### config.mk
export PLATFORM = sky130hd
export DESIGN_NAME = requant_acc_to_int8
export DESIGN_NICKNAME = d
export VERILOG_FILES = /design/src/rtl/requant_acc_to_int8.sv
export SDC_FILE = /design/constraint.sdc
export NUM_CORES = 2
export LEC_CHECK = 0
export BUFFER_PORTS_ARGS = -buffer_cell sky130_fd_sc_hd__buf_4
export CAP_MARGIN = 40
export CORE_UTILIZATION = 45
export CTS_BUF_LIST = sky130_fd_sc_hd__clkbuf_4 sky130_fd_sc_hd__clkbuf_8 sky130_fd_sc_hd__clkbuf_16
export DETAILED_ROUTE_END_ITERATION = 10
export PLACE_DENSITY = 0.62
export SLEW_MARGIN = 20
export SYNTH_ARGS = -nofsm -noshare
export SYNTH_HDL_FRONTEND = slang
export SYNTH_SLANG_ARGS = --single-unit
### constraint.sdc
create_clock -name clk -period 10.3 [get_ports clk]
set_input_delay 1.03 -clock clk [delete_from_list [all_inputs] [get_ports clk]]
set_output_delay 1.03 -clock clk [all_outputs]
set_load 0.01 [all_outputs]
### src/rtl/requant_acc_to_int8.sv
`default_nettype none
// ============================================================================
// Module   : requant_acc_to_int8
// Purpose  : Streaming requantizer from signed accumulator values to signed
//            int8 activations. The datapath is multiply by scale, round-half-up
//            arithmetic shift, add zero point, then saturate. It is a 3-stage
//            valid/ready pipeline with full throughput and backpressure.
// Revision : 1.0  initial release
// ============================================================================
module requant_acc_to_int8 #(
    parameter int ACC_W   = 32,
    parameter int MULT_W  = 16,
    parameter int SHIFT_W = 6,
    parameter int CNT_W   = 16
) (
    input  logic               clk,
    input  logic               rst,
    input  logic               in_valid,
    output logic               in_ready,
    input  logic [ACC_W-1:0]   in_acc,
    input  logic [MULT_W-1:0]  cfg_mult,
    input  logic [SHIFT_W-1:0] cfg_shift,
    input  logic [7:0]         cfg_zp,
    output logic               out_valid,
    input  logic               out_ready,
    output logic [7:0]         out_data,
    output logic               out_sat,
    output logic [CNT_W-1:0]   sat_count
);

    localparam int c_PROD_W    = ACC_W + MULT_W;  // full product width
    localparam int c_RND_W     = c_PROD_W + 1;    // room for the rounding add
    localparam int c_SUM_W     = c_PROD_W + 2;    // room for the zero-point add
    localparam int c_MAX_SHIFT = c_PROD_W - 1;

    localparam logic signed [c_SUM_W-1:0] c_SAT_MAX = c_SUM_W'(127);
    localparam logic signed [c_SUM_W-1:0] c_SAT_MIN = -c_SUM_W'(128);

    // Pipeline registers
    logic                       r_s1_v;
    logic signed [c_PROD_W-1:0] r_s1_prod;
    logic        [SHIFT_W-1:0]  r_s1_shift;
    logic        [7:0]          r_s1_zp;
    logic                       r_s2_v;
    logic signed [c_SUM_W-1:0]  r_s2_sum;
    logic                       r_s3_v;
    logic        [7:0]          r_s3_data;
    logic                       r_s3_sat;
    logic        [CNT_W-1:0]    r_sat_count;

    // Stage enables and datapath wires
    logic                       w_s1_en;
    logic                       w_s2_en;
    logic                       w_s3_en;
    logic signed [c_PROD_W-1:0] w_prod;
    logic        [SHIFT_W-1:0]  w_shift_clamped;
    logic signed [c_RND_W-1:0]  w_prod_ext;
    logic signed [c_RND_W-1:0]  w_round_bit;
    logic signed [c_RND_W-1:0]  w_rounded;
    logic signed [c_RND_W-1:0]  w_shifted;
    logic signed [c_SUM_W-1:0]  w_sum;
    logic        [7:0]          w_sat_data;
    logic                       w_sat_flag;

    // A stage may load when it is empty or its occupant leaves this cycle;
    // this chains combinationally from out_ready back to in_ready.
    assign w_s3_en  = !r_s3_v || out_ready;
    assign w_s2_en  = !r_s2_v || w_s3_en;
    assign w_s1_en  = !r_s1_v || w_s2_en;
    assign in_ready = w_s1_en;

    // S1 combinational: full-width signed product and shift clamp
    assign w_prod          = $signed(in_acc) * $signed(cfg_mult);
    assign w_shift_clamped = (cfg_shift > SHIFT_W'(c_MAX_SHIFT)) ? SHIFT_W'(c_MAX_SHIFT) : cfg_shift;

    // S2 combinational: round half up, arithmetic shift, add zero point
    assign w_prod_ext  = {r_s1_prod[c_PROD_W-1], r_s1_prod};
    assign w_round_bit = c_RND_W'(1) << (r_s1_shift - SHIFT_W'(1));
    assign w_rounded   = w_prod_ext + w_round_bit;
    assign w_shifted   = (r_s1_shift == '0) ? w_prod_ext : (w_rounded >>> r_s1_shift);
    assign w_sum       = {w_shifted[c_RND_W-1], w_shifted} + {{(c_SUM_W-8){r_s1_zp[7]}}, r_s1_zp};

    // S3 combinational: clip to the int8 range and flag clipping
    always_comb begin
        w_sat_data = r_s2_sum[7:0];
        w_sat_flag = 1'b0;
        if (r_s2_sum > c_SAT_MAX) begin
            w_sat_data = 8'h7F;
            w_sat_flag = 1'b1;
        end else if (r_s2_sum < c_SAT_MIN) begin
            w_sat_data = 8'h80;
            w_sat_flag = 1'b1;
        end
    end

    // Pipeline registers: each stage loads from upstream when enabled;
    // data only moves with a valid beat so held outputs stay stable.
    always_ff @(posedge clk) begin
        if (rst) begin
            r_s1_v     <= 1'b0;
            r_s1_prod  <= '0;
            r_s1_shift <= '0;
            r_s1_zp    <= '0;
            r_s2_v     <= 1'b0;
            r_s2_sum   <= '0;
            r_s3_v     <= 1'b0;
            r_s3_data  <= '0;
            r_s3_sat   <= 1'b0;
        end else begin
            if (w_s1_en) begin
                r_s1_v <= in_valid;
                if (in_valid) begin
                    r_s1_prod  <= w_prod;
                    r_s1_shift <= w_shift_clamped;
                    r_s1_zp    <= cfg_zp;
                end
            end
            if (w_s2_en) begin
                r_s2_v <= r_s1_v;
                if (r_s1_v) begin
                    r_s2_sum <= w_sum;
                end
            end
            if (w_s3_en) begin
                r_s3_v <= r_s2_v;
                if (r_s2_v) begin
                    r_s3_data <= w_sat_data;
                    r_s3_sat  <= w_sat_flag;
                end
            end
        end
    end

    // Count clipped beats as they are delivered, sticking at all-ones
    always_ff @(posedge clk) begin
        if (rst) begin
            r_sat_count <= '0;
        end else if (r_s3_v && out_ready && r_s3_sat && (r_sat_count != '1)) begin
            r_sat_count <= r_sat_count + CNT_W'(1);
        end
    end

    assign out_valid = r_s3_v;
    assign out_data  = r_s3_data;
    assign out_sat   = r_s3_sat;
    assign sat_count = r_sat_count;

endmodule
`default_nettype wire

==> out/metrics.yaml <==
layout:
  fin_area_um2: 36200
  drive_gt1_share_pct: 7.31
  syn_to_final_growth_pct: 6.00
  layout_common_cells: "nand2_1 (658), inv_1 (552), fa_1 (488), a21oi_1 (259), nor2_1 (242)"
  final_common_cell: "nand2_1"
  final_nets: 4991
  fin_cells: 5208
timing:
  layout_min_cycle_time_ps: 8730
  setup_ws_ps: 1570
  fin_setup_tns_ps: 0
  setup_viol: 0
  timing.fmax_mhz: 115
  hold_viol: 0
  drv_slew: 0
  finalCritPeriodShare_pct: 84.8
  rsz0062_at_grt: "no"
  finalClockSkew_ps: 17.9
  relSlewSlack_pct: 39.5
  worst_pin_slew_ps: 884
global_route:
  grt.overflow.total: 0
  grt_pass1_vias: 30900
  grt_max_degree: 80
  antenna_found_initial: 3
  grt_use_total_pct: 30.6
  grt_pass1_wl_um: 183000
drt:
  initialDrtViolationCount: 3464
  via_per_inst: 6.07
  drt_wl_total_um: 117000
  top_layer: "met5"
  wl_met2_um: 50400
  antenna_left: 0
  first_pass_iters: 8
  wl_met3_um: 11100
  routedWlPerCell_um: 22.4
  wl_met1_um: 49800
  drcViolationCount: 0
  dr_total_vias: 31600
placed_design:
  port_buffers: 92
  detailed_place_hpwl_um: 92000
  gp_congestion: 1.11
  placedCellCount: 5172
  post-place-ws_ps: 1910
  dpl_cell_area_um2: 35500
setup_path:
  critPathMaxFanout: 18
  crit_path_end_kind: "flop"
  worstPathRequired_ps: 10650
  cpPeakStageDelay_ps: 870
  crit_slowest_cell: "a2111oi_0"
  arrival_ps: 9090
  path_class: "flop to flop"
  cp-start-kind: "flop"
clock_network:
  root_buffer: "clkbuf_16"
  cts_tree: "done"
  post_cts_resize_count: 0
  clkTransAtPathRegs_ps: 80
  clockBufferDepth: 2
  clk-insertion-delay-late_ps: 480
  cts.sinks: 140
  htreeDepth: 4
  cts_setup_buffers: 0
  cts_made_buffers: 17
  ctsHoldBuffers: 0
synth:
  ys_ff_latch: 140
  ys_top_cells_by_area: "fa_1 (29%), dfxtp_1 (8.2%), ha_1 (7.8%)"
  synthArstFlopShare_pct: 0
  synthFlopType: "dfxtp_1"
  yosysTopAreaCellShare_pct: 28.6
  ys_warn_count: 0
  synth_edf_count: 0
  synth_area_leader_cell: "fa_1"
  syn_nets: 5064
  syn_inst: 4298
  synth_cell_type_count: 126
  ys_seq_area_share_pct: 8.21
  syn-cell-area_um2: 34100
  postSynthAreaPerCell_um2: 7.94
die:
  core_area_um2: 74700
  die_w_um: 277
  num_io_pins: 93
  die_area_um2: 77000
  die_y_um: 277
  start_util_pct: 45.7
  std_cell_rows: 100
min_path:
  hp-class: "flop to flop"
status:
  status: "completed"
pwr:
  p_leak_nw: 16.5
  p_per_area_nw_per_um2: 376
  ir_drop_v: 0.000492
  power_mw: 13.6
job:
  max_cap_viol_count: 0
-- critical path, delay by kind of cell (launching register included) --
kind	cells	cell delay, ps
compound gates	12	4290
fa+ha+maj	2	570
buf+inv	4	590
flops	1	320
simple gates	12	2790
-- state kept, by name, indices dropped and copies added (netlist names) --
signal / cells
r_s2_sum: 50
r_s1_prod: 48
sat_count: 16
out_data: 8
r_s1_zp: 8
r_s1_shift: 6
out_sat: 1
out_valid: 1
r_s1_v: 1
r_s2_v: 1
-- per-stage QoR --
step	util [%]	hold slack, ps
6_report	48.4	463
5_1_grt	48.4	475
4_1_cts	48.4	463
3_5_place_dp	47.5	451
3_3_place_gp	47.5	449
2_1_floorplan	-	432
-- kinds of logic (layout without fill, tap and decap cells) --
family                   count (synthesis)  count (layout)  synth area share, %
flip-flops                             140             140                 8.21
multiplexers                            69              69                 2.81
XOR/XNOR                               132             132                 3.45
AO/OA/AOI/OAI                          948             948                 19.1
buffers and inverters                  799             739                 8.99
other                                    0               1                    0
adder cells (fa/ha/maj)                700             700                 36.4
AND/OR/NAND/NOR                       1510            1510                 21.0
-- per-layer routing --
metal	global-route usage, %	up-vias
li1	-	14300
met1	42.1	15500
met2	46.7	1492
met3	6.00	298
met4	12.7	4
met5	0	-
-- area by class of cell --
type,instances,area [um2]
antenna,1,2.50
clock buffer,18,439
clock inverter,14,180
fill,7469,38500
inverter,557,2090
multi-input combinational,3359,28300
sequential,140,2810
tap,969,1210
timing repair buffer,150,1170
-- report_power, final --
part | leakage [nW] | total, mW | switching, mW | internal (mW)
logic | 15.1 | 12.1 | 6.88 | 5.22
registers | 1.15 | 0.848 | 0.183 | 0.665
clock network | 0.292 | 0.673 | 0.282 | 0.391
total | 16.5 | 13.6 | 7.34 | 6.27
-- worst paths after layout --
| check | slack [ps] | endpoint | startpoint | cells past startpoint |
|---|---|---|---|---|
| worst min-delay path | 460 | r_s2_sum[0] | r_s2_sum[0] | 2 |
| worst min register to register | 460 | r_s2_sum[0] | r_s2_sum[0] | 2 |
| worst max-delay path | 1570 | r_s2_sum[49] | r_s1_shift[4] | 30 |
| worst max register to register | 1570 | r_s2_sum[49] | r_s1_shift[4] | 30 |
-- Yosys cell counts (all sizes together), types with 89 or more instances --
| master | number |
|---|---|
| fa | 488 |
| nand2 | 662 |
| nand3 | 94 |
| a21o | 89 |
| and2 | 175 |
| nor2 | 243 |
| o21ai | 170 |
| clkbuf | 177 |
| dfxtp | 140 |
| inv | 554 |
| a21oi | 271 |
| ha | 212 |
No activity file was read; power rests on OpenSTA's default activity.
